==> config.mk <==
export PLATFORM = sky130hd
export DESIGN_NAME = unidade_controle_jogo
export DESIGN_NICKNAME = d
export VERILOG_FILES = /design/src/rtl/unidade_controle_jogo.sv
export SDC_FILE = /design/constraint.sdc
export NUM_CORES = 1
export LEC_CHECK = 0
export CELL_PAD_IN_SITES_DETAIL_PLACEMENT = 1
export CELL_PAD_IN_SITES_GLOBAL_PLACEMENT = 2
export CORE_MARGIN = 1
export CORE_UTILIZATION = 29
export DETAILED_ROUTE_END_ITERATION = 16
export GPL_ROUTABILITY_DRIVEN = 0
export GPL_TIMING_DRIVEN = 0
export HOLD_SLACK_MARGIN = 0.02
export PLACE_DENSITY = 0.77
export SYNTH_ARGS = -nofsm -noshare
export SYNTH_HDL_FRONTEND = slang
export SYNTH_SLANG_ARGS = --single-unit
==> constraint.sdc <==
create_clock -name clock -period 1.8 [get_ports clock]
set_input_delay 0.18 -clock clock [delete_from_list [all_inputs] [get_ports clock]]
set_output_delay 0.18 -clock clock [all_outputs]
set_load 0.005 [all_outputs]
==> src/rtl/unidade_controle_jogo.sv <==
// Moore controller that sequences one round of the memory game datapath.
// Ports: clock/reset, iniciar, status (jogada_feita, igual, fimC) in;
//   control (zeraC, contaC, zeraR, registraR), result flags, db_estado out.
module unidade_controle_jogo #(
  parameter int TIMEOUT = 5000
) (
  input  logic       clock,
  input  logic       reset,
  input  logic       iniciar,
  input  logic       jogada_feita,
  input  logic       igual,
  input  logic       fimC,
  output logic       zeraC,
  output logic       contaC,
  output logic       zeraR,
  output logic       registraR,
  output logic       pronto,
  output logic       acertou,
  output logic       errou,
  output logic       timeout,
  output logic [3:0] db_estado
);

  typedef enum logic [3:0] {
    INICIAL     = 4'h0,
    PREPARA     = 4'h1,
    ESPERA      = 4'h2,
    REGISTRA    = 4'h4,
    COMPARA     = 4'h5,
    PROXIMO     = 4'h6,
    FIM_ACERTO  = 4'hA,
    FIM_TIMEOUT = 4'hD,
    FIM_ERRO    = 4'hE
  } state_t;

  localparam int CW = (TIMEOUT < 1) ? 1 : $clog2(TIMEOUT + 1);
  localparam logic [CW-1:0] LAST =
    (TIMEOUT == 0) ? '0 : CW'(TIMEOUT - 1);

  state_t        state;
  state_t        nxt;
  logic [CW-1:0] cnt;
  logic          expira;

  assign expira = (TIMEOUT != 0) && (cnt == LAST);

  always_comb begin
    nxt = state;
    case (state)
      INICIAL:  nxt = iniciar ? PREPARA : INICIAL;
      PREPARA:  nxt = ESPERA;
      ESPERA: begin
        if (jogada_feita) nxt = REGISTRA;
        else if (expira)  nxt = FIM_TIMEOUT;
        else              nxt = ESPERA;
      end
      REGISTRA: nxt = COMPARA;
      COMPARA: begin
        if (!igual)    nxt = FIM_ERRO;
        else if (fimC) nxt = FIM_ACERTO;
        else           nxt = PROXIMO;
      end
      PROXIMO:  nxt = ESPERA;
      FIM_ACERTO, FIM_ERRO, FIM_TIMEOUT:
        nxt = iniciar ? PREPARA : state;
      default:  nxt = INICIAL;
    endcase
  end

  // Outputs are decoded from the next state and registered, so they
  // line up with the state register and never see the inputs directly.
  always_ff @(posedge clock) begin
    if (reset) begin
      state     <= INICIAL;
      cnt       <= '0;
      zeraC     <= 1'b0;
      contaC    <= 1'b0;
      zeraR     <= 1'b0;
      registraR <= 1'b0;
      pronto    <= 1'b0;
      acertou   <= 1'b0;
      errou     <= 1'b0;
      timeout   <= 1'b0;
    end else begin
      state <= nxt;
      // Counter only runs while staying in ESPERA; saturates instead
      // of wrapping when the timeout is disabled.
      if (state == ESPERA && nxt == ESPERA) begin
        if (cnt != '1) cnt <= cnt + 1'b1;
      end else begin
        cnt <= '0;
      end
      zeraC     <= 1'b0;
      contaC    <= 1'b0;
      zeraR     <= 1'b0;
      registraR <= 1'b0;
      pronto    <= 1'b0;
      acertou   <= 1'b0;
      errou     <= 1'b0;
      timeout   <= 1'b0;
      case (nxt)
        PREPARA: begin
          zeraC <= 1'b1;
          zeraR <= 1'b1;
        end
        REGISTRA: registraR <= 1'b1;
        PROXIMO:  contaC    <= 1'b1;
        FIM_ACERTO: begin
          pronto  <= 1'b1;
          acertou <= 1'b1;
        end
        FIM_ERRO: begin
          pronto <= 1'b1;
          errou  <= 1'b1;
        end
        FIM_TIMEOUT: begin
          pronto  <= 1'b1;
          errou   <= 1'b1;
          timeout <= 1'b1;
        end
        default: ;
      endcase
    end
  end

  assign db_estado = state;

endmodule

# Yosys cells after proc, flatten, opt, wreduce, memory -nomap -nowiden
# Index checks and enable logic that the tools add are counted.
# Widths: inputs -> output; s select.
[totals]
ff_bits = 24
in_bits = 6
out_inout_bits = 12
wordCells = 49
[op_classes]
add_sub_neg = 1
n_eq_ne = 17
mux = 14
n_bitwise = 1
n_reduce_logical = 7
[op_table]
columns = ["operator", "n"]
rows = [
  ["$eq 4x4->1 const B", 6],
  ["$pmux 4 s6", 1],
  ["$eq 4x3->1 const B", 5],
  ["$mux 4", 5],
  ["$add 13x1->13 const B", 1],
  ["$eq 13x13->1 const B", 1],
  ["$ne 13x13->1 const B", 1],
  ["$eq 4x1->1 const B", 2],
  ["$eq 4x2->1 const B", 2],
  ["$mux 1", 8],
  ["$reduce_or 2->1", 3],
  ["$reduce_or 3->1", 2],
  ["$logic_not 4->1", 1],
  ["$logic_and 1x1->1", 1],
  ["$not 1->1", 1],
]

# Longest topological paths before layout
[depth]
ltp_word = 8
depth_mapped = 6
depth_no_buf = 5

# Least setup slack after synthesis
# Ideal clock, no wire load.
[synth_path]
kind = "register -> register"
startpoint = "register state[2] (netlist: db_estado[2])"
endpoint = "register registraR"
setup_time_ps = 103
arrival_time_ps = 1655
required_time_ps = 1697
path_slack_ps = 41
stages_incl_launch_ff = 6
path_buffers = 1
synth_period_minus_slack_ps = 1759
cell_sequence = "dfxtp_1 > buf_6 > or4b_4 > nor4_4 > a211oi_2 > a2111oi_2"
[synth_between]
elab_chain_cells = 5
elab_cells_between_ends = 15
cone_classes = "eq/ne: 9; mux: 3; reduce/logical: 3"
[synth_lines]
columns = ["element", "line_no", "rtl"]
rows = [
  ["from (decl)", "40", "state_t state;"],
  ["from (signal assigned)", "85", "state <= nxt;"],
  ["$eq 4x4->1, or another cell as far along", "49", "case (state)"],
  ["$reduce_or 3->1 or $reduce_or 2->1 (tied branches)", "-", ""],
  ["$pmux 4 s6 (*)", "49", ""],
  ["$eq 4x3->1 (*)", "101", "case (nxt)"],
  ["$mux 1 (*)", "101", ""],
  ["to (signal assigned)", "79", "registraR <= 1'b0;"],
  ["to (signal assigned)", "96", "registraR <= 1'b0;"],
  ["to (signal assigned)", "106", "REGISTRA: registraR <= 1'b1;"],
  ["to (decl)", "16", "output logic registraR,"],
]
# Mark *: on every way between the ends. The rest lies on a longest branch, timed or not.
# A chain may end at the register's enable or synchronous reset.

# Worst setup path after layout
[layout_path]
startpoint = "register cnt[10]"
endpoint = "register timeout"
[layout_between]
elab_chain_cells = 6
[layout_lines]
columns = ["element", "line_no", "rtl"]
rows = [
  ["from (decl)", "42", "logic [CW-1:0] cnt;"],
  ["from (signal assigned)", "89", "if (cnt != '1) cnt <= cnt + 1'b1;"],
  ["$eq 13x13->1", "45", "assign expira = (TIMEOUT != 0) && (cnt == LAST);"],
  ["$mux 4", "54", "else if (expira) nxt = FIM_TIMEOUT;"],
  ["$mux 4", "53", "if (jogada_feita) nxt = REGISTRA;"],
  ["$pmux 4 s6", "49", ""],
  ["$eq 4x4->1", "101", ""],
  ["$mux 1", "101", ""],
  ["to (signal assigned)", "83", "timeout <= 1'b0;"],
  ["to (signal assigned)", "100", "timeout <= 1'b0;"],
  ["to (signal assigned)", "119", "timeout <= 1'b1;"],
  ["to (decl)", "20", "output logic timeout,"],
]
# No other way between the ends.

==> results.md <==
* Worst path required time at 1980 ps
* Inserted Clock Buffers at 3
* FF-to-FF path depth at 5
* Worst-Margin Slew at 384 ps
* DRT Pass-1 Iters at 2
* Area contributors post-synth: dfxtp_1 39%, a21oi_1 3.7%, or3_1 3.6%, nor2_1 3.4%, nand3_1 3.3%
* DRT iter0 DRCs at 25
* Wire length of the first global-routing pass at 5360 um
* Power Internal at 0.897 mW
* Switching share of power at 0.212
* Max_cap viols at 0
* FF/Latch Area at 493 sq um
* Site Rows at 23
* Layout cells sized above 1 at 0.241
* Final nets at 174
* Synth unique cells at 44
* Fmax at 567 MHz
* Die Ht at 67.0 um
* Clock slew at reported path FFs at 90 ps
* Seq/Total Area, Yosys at 0.392
* Worst r2r src: cnt[10]$_SDFFE_PP0P_
* Comb pwr share at 0.106
* Vias per cell at 5.28
* Input/output buffers at 16
* Hold Violations, Final at 0
* CTS H-tree lvls at 1
* Total track usage at 0.154
* Pre-CTS setup slack at -292 ps
* Worst Hold End: db_estado[0]$_SDFF_PP0_
* Flop pwr share at 0.477
* Die W at 67.0 um
* Critical Path Slowest Stage Cell: or4bb_4
* Final WS setup at 37.3 ps
* Routed via count at 1141
* Sink Count at 24
* FF+latch count, synth at 24
* Hold_buf cts at 0
* R2R setup slack at 40 ps
* Total core area at 0.00403 sq mm
* Post-synthesis cell area at 0.00123 sq mm
* CP max FO at 6
* Worst IR drop on VDD at 0.000265 V
* Fill cells at 489
* Clock buffer depth at 2
* Worst min path class: in2reg
* WS Path Type: reg2reg
* Worst Skew at 4.05 ps
* DR WL/cell at 15.4 um
* Final worst path period need at 1760 ps
* Lkg Pwr at 0.566 nW
* Min-Delay Path Depth at 2
* CP peak stage delay at 570 ps
* Root Driver: clkbuf_8
* Detailed Place HPWL at 2400 um
* Pwr/cell area at 688 mW/mm^2
* Hold Crit Start: reset
* Unrepaired setup endpoints after global routing: true
* CTS tree: done
* Final Max Slew Viols at 0
* Total die area at 0.00449 sq mm
* Routed WL at 3320 um
* Pin count of the biggest net entering global routing at 15
* Ys Warns at 0
* Worst setup EP type: flip-flop
* Relative slew slack at 0.742
* Syn nets at 148
* Syn Area/Cell at 8.70 sq um
* Post-Syn Instances at 141
* Worst-path cell chain: or4bb_4, buf_4, nor3_2, a221oi_4, a211oi_1
* Status: finished clean
* Crit path DAT at 1940 ps
* Switching power at 0.242 mW
* Clock Power Share at 0.416
* Period utilisation layout at 0.979
* Remaining DRCs at 0
* Yosys top cell area share at 0.392
* Worst skew pair latency at 260 ps
* Antenna viol nets, final at 0
* Number of setup violations in the final report at 0
* RR Endpoint: timeout$_SDFF_PP0_
* Initial Utilization at 0.304
* Global route total overflow at 0
* Total Power at 1.14 mW
* Ant. Diodes at 0
* # IOs at 18
* Vias in the first global route at 1210
* Area growth syn-to-layout at 35.1%
* Initial antenna violation count at 0
* Multi-input logic area at 738 sq um
* Largest area contributor in the netlist: dfxtp_1
* Setup crit start kind: flip-flop
worst max-delay path, delay by kind of cell, from the launching register on:
kind                   cells  cell delay (ps)
buffers and inverters      1              160
and+or+nand+nor            2              780
DFF                        1              350
AOI/OAI and AO/OA          2              390
cell usage in the layout, fill, tap and decap left out, drive strengths merged, types with 2 or more instances in the layout:
cell / instances
xor2: 2
a221oi: 2
a21oi: 9
clkdlybuf4s50: 16
mux2i: 2
inv: 9
dfxtp: 24
nand4: 3
a211o: 2
a211oi: 3
nor3: 5
nor4b: 2
nor4: 3
nor2: 11
clkbuf: 5
nor3b: 3
buf: 11
o31ai: 4
a31oi: 2
nor2b: 3
o21ai: 4
or4: 4
nand3: 8
nand2: 7
or3: 7
power groups by stage:
stage | combinational (mW) | sequential, mW | clock [mW]
CTS | 0.117 | 0.544 | 0.486
global placement | 0.107 | 0.556 | 0
global route | 0.133 | 0.545 | 0.509
finish | 0.121 | 0.544 | 0.474
detailed placement | 0.110 | 0.556 | 0
floorplan | 0.0665 | 0.556 | 0
Yosys cell counts:
library cell  count
buf_6             1
o21ai_0           3
a211o_1           1
o31ai_1           4
clkbuf_2          1
o21ai_1           1
o21a_1            1
nor2b_1           3
xnor2_1           1
nor3b_1           3
or4bb_1           1
or3_1             7
xor2_1            2
and3_1            1
a31oi_1           2
a211oi_2          1
or4_1             4
dfxtp_1          24
a211o_2           1
nor4b_1           2
o21bai_1          1
a2111oi_2         1
a21oi_1           9
nand3b_1          1
nor4_1            2
nand3_1           8
nor4_4            1
nand4_1           3
ha_1              1
nor3_1            5
or4b_4            1
a21o_2            1
nor4bb_1          1
a221oi_1          2
buf_2             4
nand2b_1          1
a211oi_1          2
nand2_1           7
buf_4             2
mux2i_1           2
a311oi_1          1
nor2_1           11
o311a_1           1
inv_1             9
through the flow:
step                area (sq um)  setup TNS, ps  instances   util  hold slack (ps)
finish                      1660              0        216  0.411              209
CTS                         1590          -4.53        212  0.394              211
global route                1660          -74.6        216  0.411              213
floorplan                   1230              0        141      -              409
global placement            1450          -1970        207  0.360              462
detailed placement          1450          -3310        207  0.360              486
worst max path at each step:
stage / start / end / slack (ps) / cells after the start
floorplan: db_estado[2]$_SDFF_PP0_ / registraR$_SDFF_PP0_ / 40 / 5
global placement: cnt[0]$_SDFFE_PP0P_ / contaC$_SDFF_PP0_ / -190 / 5
detailed placement: cnt[0]$_SDFFE_PP0P_ / contaC$_SDFF_PP0_ / -290 / 5
CTS: cnt[5]$_SDFFE_PP0P_ / contaC$_SDFF_PP0_ / -5 / 4
global route: cnt[10]$_SDFFE_PP0P_ / timeout$_SDFF_PP0_ / -30 / 5
finish: cnt[10]$_SDFFE_PP0P_ / timeout$_SDFF_PP0_ / 40 / 5
flip-flops by register name (all words and copies together), names as in the netlist:
register   cells
cnt           13
db_estado      4
acertou        1
contaC         1
errou          1
pronto         1
registraR      1
timeout        1
zeraR          1
logic make-up (layout without fill, tap and decap cells):
logic type | Yosys count | after routing | synth area share
AO/OA/AOI/OAI | 32 | 32 | 0.187
XOR/XNOR | 3 | 3 | 0.0214
adder cells (fa/ha/maj) | 1 | 1 | 0.0102
buffers and inverters | 17 | 42 | 0.0694
flip-flops | 24 | 24 | 0.392
multiplexers | 2 | 2 | 0.0163
AND/OR/NAND/NOR | 62 | 62 | 0.304
layout make-up:
type | instances | area share
Buffer | 7 | 0.0317
Inverter | 9 | 0.0204
Multi-Input combinational cell | 100 | 0.446
Clock buffer | 3 | 0.0249
Clock inverter | 1 | 0.0181
Timing Repair Buffer | 22 | 0.124
Tap cell | 50 | 0.0378
Sequential cell | 24 | 0.298
repair_timing:
item	in CTS	in global routing
setup endpoints to repair	20	16
cloned	0	1
pin swaps	6	4
setup buffers	1	4
hold endpoints to repair	0	0
resized for setup	14	13
layer usage:
metal  GRT usage  vias to the layer above  wire length, um
li1            -                      572                -
met1       0.175                      559             1470
met2       0.293                        8             1770
met3      0.0205                        2               62
met4      0.0399                        0               19
met5           0                        -                0
Power figures use the tool's default switching activity.
